[config.mk]
export PLATFORM = sky130hd
export DESIGN_NAME = cpu_run_ctrl_flat
export DESIGN_NICKNAME = d
export VERILOG_FILES = /design/src/rtl/cpu_run_ctrl_if.sv /design/src/rtl/cpu_run_ctrl.sv /design/src/flat_wrapper.sv
export SDC_FILE = /design/constraint.sdc
export NUM_CORES = 1
export LEC_CHECK = 0
export CAP_MARGIN = 10
export CORE_AREA = 10 10 124 81
export DETAILED_ROUTE_END_ITERATION = 16
export DIE_AREA = 0 0 134 91
export GPL_TIMING_DRIVEN = 0
export HOLD_SLACK_MARGIN = 0.08
export PLACE_DENSITY = 0.85
export SLEW_MARGIN = 15
export SYNTH_ARGS = -nofsm -noshare
export SYNTH_HDL_FRONTEND = slang
export SYNTH_SLANG_ARGS = --single-unit
[constraint.sdc]
create_clock -name CLK -period 2.25 [get_ports CLK]
set_input_delay 0.225 -clock CLK [delete_from_list [all_inputs] [get_ports CLK]]
set_output_delay 0.225 -clock CLK [all_outputs]
set_load 0.02 [all_outputs]
[src/rtl/cpu_run_ctrl_if.sv]
// Stimulus/status bundle between the bench or board and cpu_run_ctrl.
// Breakpoint signals exist in every build; only CPU_RUN_CTRL_BREAK_EN builds use them.
interface cpu_run_ctrl_if #(
    parameter int DIV_W = 8,
    parameter int CNT_W = 32,
    parameter int PC_W  = 32
);
    logic             RUN_N;
    logic             STEP_N;
    logic [DIV_W-1:0] DIV;
    logic [PC_W-1:0]  PC;
    logic [PC_W-1:0]  BRK_ADDR;
    logic             BRK_ENA;
    logic             CPU_RESET;
    logic             CPU_CE;
    logic             MEM_CE;
    logic             RUNNING;
    logic [CNT_W-1:0] CYCLE_CNT;

    modport master (
        output RUN_N, STEP_N, DIV, PC, BRK_ADDR, BRK_ENA,
        input  CPU_RESET, CPU_CE, MEM_CE, RUNNING, CYCLE_CNT
    );

    modport slave (
        input  RUN_N, STEP_N, DIV, PC, BRK_ADDR, BRK_ENA,
        output CPU_RESET, CPU_CE, MEM_CE, RUNNING, CYCLE_CNT
    );
endinterface

[src/rtl/cpu_run_ctrl.sv]
// Run/reset controller for mcpu: stretched CPU reset, debounced run/step buttons, CPU/MEM clock enables.
// Optional breakpoint halt is enabled by defining CPU_RUN_CTRL_BREAK_EN.
module cpu_run_ctrl #(
    parameter int RST_CYCLES = 4,
    parameter int DEB_CYCLES = 8,
    parameter int DIV_W      = 8,
    parameter int CNT_W      = 32,
    parameter int PC_W       = 32
) (
    input  logic          CLK,
    input  logic          RESET,
    cpu_run_ctrl_if.slave bus
);
    localparam int HOLD_W = $clog2(RST_CYCLES + 1);
    localparam int DEB_W  = $clog2(DEB_CYCLES + 1);
    localparam logic [HOLD_W-1:0] HOLD_INIT = HOLD_W'(RST_CYCLES);
    localparam logic [HOLD_W-1:0] HOLD_ONE  = HOLD_W'(1);
    localparam logic [DEB_W-1:0]  DEB_LAST  = DEB_W'(DEB_CYCLES - 1);

    typedef enum logic [1:0] {
        ST_RST_HOLD = 2'd0,
        ST_HALT     = 2'd1,
        ST_RUN      = 2'd2,
        ST_STEP     = 2'd3
    } state_t;

    logic [1:0] btn_raw_s;
    logic [1:0] press_s;
    logic       run_press_s;
    logic       step_press_s;
    logic       brk_hit_s;

    assign btn_raw_s    = {bus.STEP_N, bus.RUN_N};
    assign run_press_s  = press_s[0];
    assign step_press_s = press_s[1];

    for (genvar i = 0; i < 2; i++) begin : g_btn
        logic             sync1_r;
        logic             sync2_r;
        logic             deb_r;
        logic             press_r;
        logic [DEB_W-1:0] deb_cnt_r;

        // Synchronise one button and accept a level only after DEB_CYCLES stable samples
        always_ff @(posedge CLK) begin
            if (RESET) begin
                sync1_r   <= 1'b1;
                sync2_r   <= 1'b1;
                deb_r     <= 1'b1;
                press_r   <= 1'b0;
                deb_cnt_r <= '0;
            end else begin
                sync1_r <= btn_raw_s[i];
                sync2_r <= sync1_r;
                press_r <= 1'b0;
                if (sync2_r != deb_r) begin
                    if (deb_cnt_r == DEB_LAST) begin
                        deb_r     <= sync2_r;
                        deb_cnt_r <= '0;
                        press_r   <= ~sync2_r;
                    end else begin
                        deb_cnt_r <= deb_cnt_r + 1'b1;
                    end
                end else begin
                    deb_cnt_r <= '0;
                end
            end
        end

        assign press_s[i] = press_r;
    end

`ifdef CPU_RUN_CTRL_BREAK_EN
    assign brk_hit_s = bus.BRK_ENA & (bus.PC == bus.BRK_ADDR);
`else
    logic unused_brk_s;
    assign unused_brk_s = ^{bus.PC, bus.BRK_ADDR, bus.BRK_ENA};
    assign brk_hit_s    = 1'b0;
`endif

    state_t            state_r;
    logic [HOLD_W-1:0] hold_cnt_r;
    logic [DIV_W-1:0]  div_cnt_r;
    logic [DIV_W-1:0]  div_lat_r;
    logic              cpu_reset_r;
    logic              cpu_ce_r;
    logic              mem_ce_r;
    logic              running_r;
    logic [CNT_W-1:0]  cycle_cnt_r;

    // Run-mode FSM with registered clock-enable, status and cycle-count outputs
    always_ff @(posedge CLK) begin
        if (RESET) begin
            state_r     <= ST_RST_HOLD;
            hold_cnt_r  <= HOLD_INIT;
            div_cnt_r   <= '0;
            div_lat_r   <= '0;
            cpu_reset_r <= 1'b1;
            cpu_ce_r    <= 1'b0;
            mem_ce_r    <= 1'b0;
            running_r   <= 1'b0;
            cycle_cnt_r <= '0;
        end else begin
            mem_ce_r <= cpu_ce_r;
            cpu_ce_r <= 1'b0;
            case (state_r)
                ST_RST_HOLD: begin
                    // leave on the edge the hold count reaches zero
                    if (hold_cnt_r <= HOLD_ONE) begin
                        hold_cnt_r  <= '0;
                        cpu_reset_r <= 1'b0;
                        state_r     <= ST_HALT;
                    end else begin
                        hold_cnt_r <= hold_cnt_r - 1'b1;
                    end
                end
                ST_HALT: begin
                    if (run_press_s) begin
                        state_r   <= ST_RUN;
                        running_r <= 1'b1;
                        div_cnt_r <= '0;
                        div_lat_r <= bus.DIV;
                    end else if (step_press_s) begin
                        state_r     <= ST_STEP;
                        cpu_ce_r    <= 1'b1;
                        cycle_cnt_r <= cycle_cnt_r + 1'b1;
                    end else begin
                        state_r <= ST_HALT;
                    end
                end
                ST_STEP: begin
                    state_r <= ST_HALT;
                end
                ST_RUN: begin
                    if (run_press_s) begin
                        state_r   <= ST_HALT;
                        running_r <= 1'b0;
                        div_cnt_r <= '0;
                    end else if (div_cnt_r == div_lat_r) begin
                        // period ends: re-latch DIV so a change applies to the next period only
                        div_cnt_r <= '0;
                        div_lat_r <= bus.DIV;
                        if (brk_hit_s) begin
                            state_r   <= ST_HALT;
                            running_r <= 1'b0;
                        end else begin
                            cpu_ce_r    <= 1'b1;
                            cycle_cnt_r <= cycle_cnt_r + 1'b1;
                        end
                    end else begin
                        div_cnt_r <= div_cnt_r + 1'b1;
                    end
                end
                default: begin
                    state_r     <= ST_RST_HOLD;
                    hold_cnt_r  <= HOLD_INIT;
                    cpu_reset_r <= 1'b1;
                    running_r   <= 1'b0;
                end
            endcase
        end
    end

    assign bus.CPU_RESET = cpu_reset_r;
    assign bus.CPU_CE    = cpu_ce_r;
    assign bus.MEM_CE    = mem_ce_r;
    assign bus.RUNNING   = running_r;
    assign bus.CYCLE_CNT = cycle_cnt_r;
endmodule
[src/flat_wrapper.sv]
// flat-port wrapper written by rule: the top's interface ports become plain ports
module cpu_run_ctrl_flat 
#(
    parameter int RST_CYCLES = 4,
    parameter int DEB_CYCLES = 8,
    parameter int DIV_W      = 8,
    parameter int CNT_W      = 32,
    parameter int PC_W       = 32
)
  (CLK, RESET, bus_RUN_N, bus_STEP_N, bus_DIV, bus_PC, bus_BRK_ADDR, bus_BRK_ENA, bus_CPU_RESET, bus_CPU_CE, bus_MEM_CE, bus_RUNNING, bus_CYCLE_CNT);
  cpu_run_ctrl_if #(.DIV_W(DIV_W), .CNT_W(CNT_W), .PC_W(PC_W)) bus_i ();
  input  logic CLK;
  input  logic RESET;
  input wire logic [$bits(bus_i.RUN_N)-1:0] bus_RUN_N;
  input wire logic [$bits(bus_i.STEP_N)-1:0] bus_STEP_N;
  input wire logic [$bits(bus_i.DIV)-1:0] bus_DIV;
  input wire logic [$bits(bus_i.PC)-1:0] bus_PC;
  input wire logic [$bits(bus_i.BRK_ADDR)-1:0] bus_BRK_ADDR;
  input wire logic [$bits(bus_i.BRK_ENA)-1:0] bus_BRK_ENA;
  output wire logic [$bits(bus_i.CPU_RESET)-1:0] bus_CPU_RESET;
  output wire logic [$bits(bus_i.CPU_CE)-1:0] bus_CPU_CE;
  output wire logic [$bits(bus_i.MEM_CE)-1:0] bus_MEM_CE;
  output wire logic [$bits(bus_i.RUNNING)-1:0] bus_RUNNING;
  output wire logic [$bits(bus_i.CYCLE_CNT)-1:0] bus_CYCLE_CNT;
  assign bus_i.RUN_N = bus_RUN_N;
  assign bus_i.STEP_N = bus_STEP_N;
  assign bus_i.DIV = bus_DIV;
  assign bus_i.PC = bus_PC;
  assign bus_i.BRK_ADDR = bus_BRK_ADDR;
  assign bus_i.BRK_ENA = bus_BRK_ENA;
  assign bus_CPU_RESET = bus_i.CPU_RESET;
  assign bus_CPU_CE = bus_i.CPU_CE;
  assign bus_MEM_CE = bus_i.MEM_CE;
  assign bus_RUNNING = bus_i.RUNNING;
  assign bus_CYCLE_CNT = bus_i.CYCLE_CNT;
  cpu_run_ctrl #(.RST_CYCLES(RST_CYCLES), .DEB_CYCLES(DEB_CYCLES), .DIV_W(DIV_W), .CNT_W(CNT_W), .PC_W(PC_W)) u_core (.CLK(CLK), .RESET(RESET), .bus(bus_i));
endmodule
==> results by group <==
Synthesis
  – #FFs+latches synth: 73
  – Synthesized area: 0.00348 sq mm
  – Prevailing post-synth register cell: dfxtp_1
  – Top cells by count, synth: dfxtp_1 (73), nor2_1 (44), nand2_1 (28)
  – Synth cell types: 48
  – Yosys top cell area share: 42.0%
  – Post-synthesis simple-gate area fraction: 25.6%
  – Post-synthesis compound-gate area fraction: around 14%
  – Synth Instances: just under 400
  – XOR/XNOR share of the synthesized area: under 10%
  – Synth area leader: dfxtp_1
  – EDFF count, synth: 0
  – Syn Area/Cell: roughly 8.8 sq um
  – Most frequent cell after synthesis: dfxtp_1
  – Seq/Total Area, Yosys: roughly 42%
  – Largest family of logic cells by synthesized area: simple AND/OR/NAND/NOR gates
  – Yosys warnings: 0
  – Post-synthesis async set-or-reset flop share: 0%
  – Post-Syn Nets: 479
  – Synth Area in Adders: 3.24%
  – Mux share of post-synthesis cell area: 6.41%
  – Top post-synthesis cells by area: dfxtp_1 (42%), nor2_1 (4.8%), o31ai_1 (4.5%), xnor2_1 (4.3%), a21oi_1 (3.9%)

Hold path
  – Worst Hold Class: flop to flop
  – Hold path depth: 1
  – Hold Path Origin: u_core.g_btn[1].sync1_r$_SDFF_PP1_
  – Hold path endpoint: u_core.g_btn[1].sync2_r$_SDFF_PP1_

Worst setup path
  – CP Capture Type: flop
  – Crit Path Max Fanout: 7
  – WP data required: between 2 and 2.5 ns
  – Cell count of the worst reg-to-reg path: 5
  – Reg2reg setup slack: 0.009 ns
  – Critical Path Start Type: flop
  – FF-to-FF Start: u_core.bus.CYCLE_CNT[8]$_SDFFE_PP0P_
  – Reg2reg end: u_core.bus.CYCLE_CNT[27]$_SDFFE_PP0P_
  – CP Class: flop to flop
  – Critical Path AT: approximately 2.5 ns

Pwr
  – Leakage: ~1.6 nW
  – Worst VDD drop: 0.000335 V
  – Power Density: 775 mW/mm^2

STA
  – Final Hold Viols: 0
  – Skew final: 0.00971 ns
  – Fmax: approximately 450 MHz
  – Max Slew Vio Count: 0
  – Worst hold slack: 0.406 ns
  – Period Utilization, post-route: between 90% and 100%
  – RSZ-0062 raised after global routing: true
  – Final setup violation count: 0
  – Fin crit period: 2.24 ns
  – Worst slew margin: a little over half
  – Worst-Margin Slew: 0.682 ns

Run
  – Max-cap violation count: 0

Global route
  – Pin count of the biggest net entering global routing: 14
  – Initial antenna violation count: 0
  – Global-route wire length before repair: 16000 um
  – GRT overflow: 0
  – GRT Total Usage: approximately 16%
  – Via count of the first global-routing pass: approximately 3200

Placed design
  – Placer Congestion: 0.850
  – Number of port buffers: 47
  – Post-DP HPWL: ~7000 um
  – Dpl cell area: 0.00408 sq mm

Drt
  – Detailed-route via count: 3420
  – Detailed Routing Iterations Pass 1: 5
  – Vias per Instance: roughly 6.0
  – DRC errors left: 0
  – WL final: 10800 um
  – Drt first-iter violations: 398
  – Drt wl/cell: 18.8 um
  – DRT antenna net count: 0

Floorplan
  – Initial Util: 45.0%
  – Core ar.: approximately 0.0077 sq mm
  – Io pins: 113
  – Row count: 25
  – Die area: 0.0122 sq mm
  – Chip height: 91 um
  – Die X: 134 um

Final layout
  – Layout cell share with drive strength beyond 1: 16.0%
  – Final net count: 544
  – Ant diodes: 0
  – P&R area growth vs syn: 34.2%
  – Final instance area: 0.00466 sq mm

Clocking
  – CTS tree: built
  – H-tree levels: 3
  – Clock-pin slew on the worst setup and hold paths: 0.06 ns
  – Total CTS buffers: 9
  – Root Buffer: clkbuf_16
  – Largest buffer count on any clock path: 2
  – Clock latency on the worst-skew pair: 0.35 ns
  – CTS Sinks: 73

Run status
  – Outcome: completed
[critical path, stage by stage (launching register included)]
cell and delay (ns):
dfxtp_1 0.47, nand4_1 0.19, or3_1 0.55, nor4b_1 0.44
o2111ai_1 0.16, mux2_1 0.33
[what timing repair did]
item,4_1_cts,5_1_grt
setup buffers,1,5
cloned,0,1
setup endpoints to repair,23,42
pin swaps,2,11
gates resized for setup,12,34
hold buffers,0,0
endpoints found under the hold margin,0,0
[sequential cells by signal, summed over array words and instances, names as in the netlist, 3 cells and up]
| name | cells |
|---|---|
| u_core.hold_cnt_r | 3 |
| u_core.bus.CYCLE_CNT | 32 |
| u_core.div_cnt_r | 8 |
| u_core.div_lat_r | 8 |
| u_core.g_btn.deb_cnt_r | 8 |
[routing by layer]
layer,up-vias,share of wire [%],GRT usage [%]
li1,1555,-,-
met1,1648,42,19.6
met2,185,46,25.0
met3,32,9.5,5.78
met4,0,2.8,7.04
met5,-,0,0
[where the power goes]
| group | internal [mW] | total (mW) | switching [mW] |
|---|---|---|---|
| clock | 1.12 | 1.70 | 0.581 |
| sequential | 1.35 | 1.40 | 0.0533 |
| combinational | 0.233 | 0.513 | 0.280 |
[per-stage QoR]
| stage | instances | total power [mW] | util [%] | TNS (ns) | setup slack [ns] |
|---|---|---|---|---|---|
| floorplan | 393 | 1.72 | - | 0 | 0.225 |
| global placement | 548 | 1.84 | 52.8 | -4.55 | -0.205 |
| detailed placement | 548 | 1.87 | 52.8 | -6.48 | -0.265 |
| CTS | 565 | 3.58 | 58.1 | 0 | 0.0291 |
| global route | 571 | 3.71 | 60.4 | -0.252 | -0.0528 |
| finish | 571 | 3.62 | 60.4 | 0 | 0.00903 |
[placed cells by master, fill, tap and decap left out, drive strengths merged, types with 7 or more instances in the layout]
master         netlist  layout
mux2i               11      11
or4                 18      18
dfxtp               73      73
nor3                10      10
nand2               28      28
mux2                10      10
a21oi               27      27
nor2                44      44
clkdlybuf4s50        0      47
nand3               15      15
and3                 7       7
nand4               12      12
nor2b                9       9
clkbuf              13      23
xnor2               17      17
ha                   9       9
inv                 11      12
buf                  7      14
o31ai               21      21
[final cells by class]
class,count,area [sq um]
fill,631,3060
multi-input combinational,289,2020
sequential,73,1470
timing repair buffer,54,541
clock buffer,10,239
tap,108,135
clock inverter,6,114
buffer,20,109
inverter,11,41.3
[how the worst max path moves through the flow]
stage	startpoint	endpoint
final	u_core.bus.CYCLE_CNT[8]$_SDFFE_PP0P_	u_core.bus.CYCLE_CNT[27]$_SDFFE_PP0P_
after global routing	u_core.state_r[1]$_SDFFE_PP0P_	u_core.bus.CYCLE_CNT[14]$_SDFFE_PP0P_
after CTS	u_core.state_r[0]$_SDFFE_PP0P_	u_core.div_lat_r[3]$_SDFFE_PP0P_
after detailed placement	RESET	u_core.bus.CYCLE_CNT[2]$_SDFFE_PP0P_
after global placement	RESET	u_core.bus.CYCLE_CNT[2]$_SDFFE_PP0P_
after floorplan	u_core.state_r[1]$_SDFFE_PP0P_	u_core.bus.CYCLE_CNT[11]$_SDFFE_PP0P_
[logic make-up after synthesis]
logic type / Yosys count
AO/OA/AOI/OAI: 70
XOR/XNOR: 21
AND/OR/NAND/NOR: 168
adder cells (fa/ha/maj): 9
flip-flops: 73
buffers and inverters: 31
multiplexers: 21
Note: power is estimated with default switching activity, not from simulation.
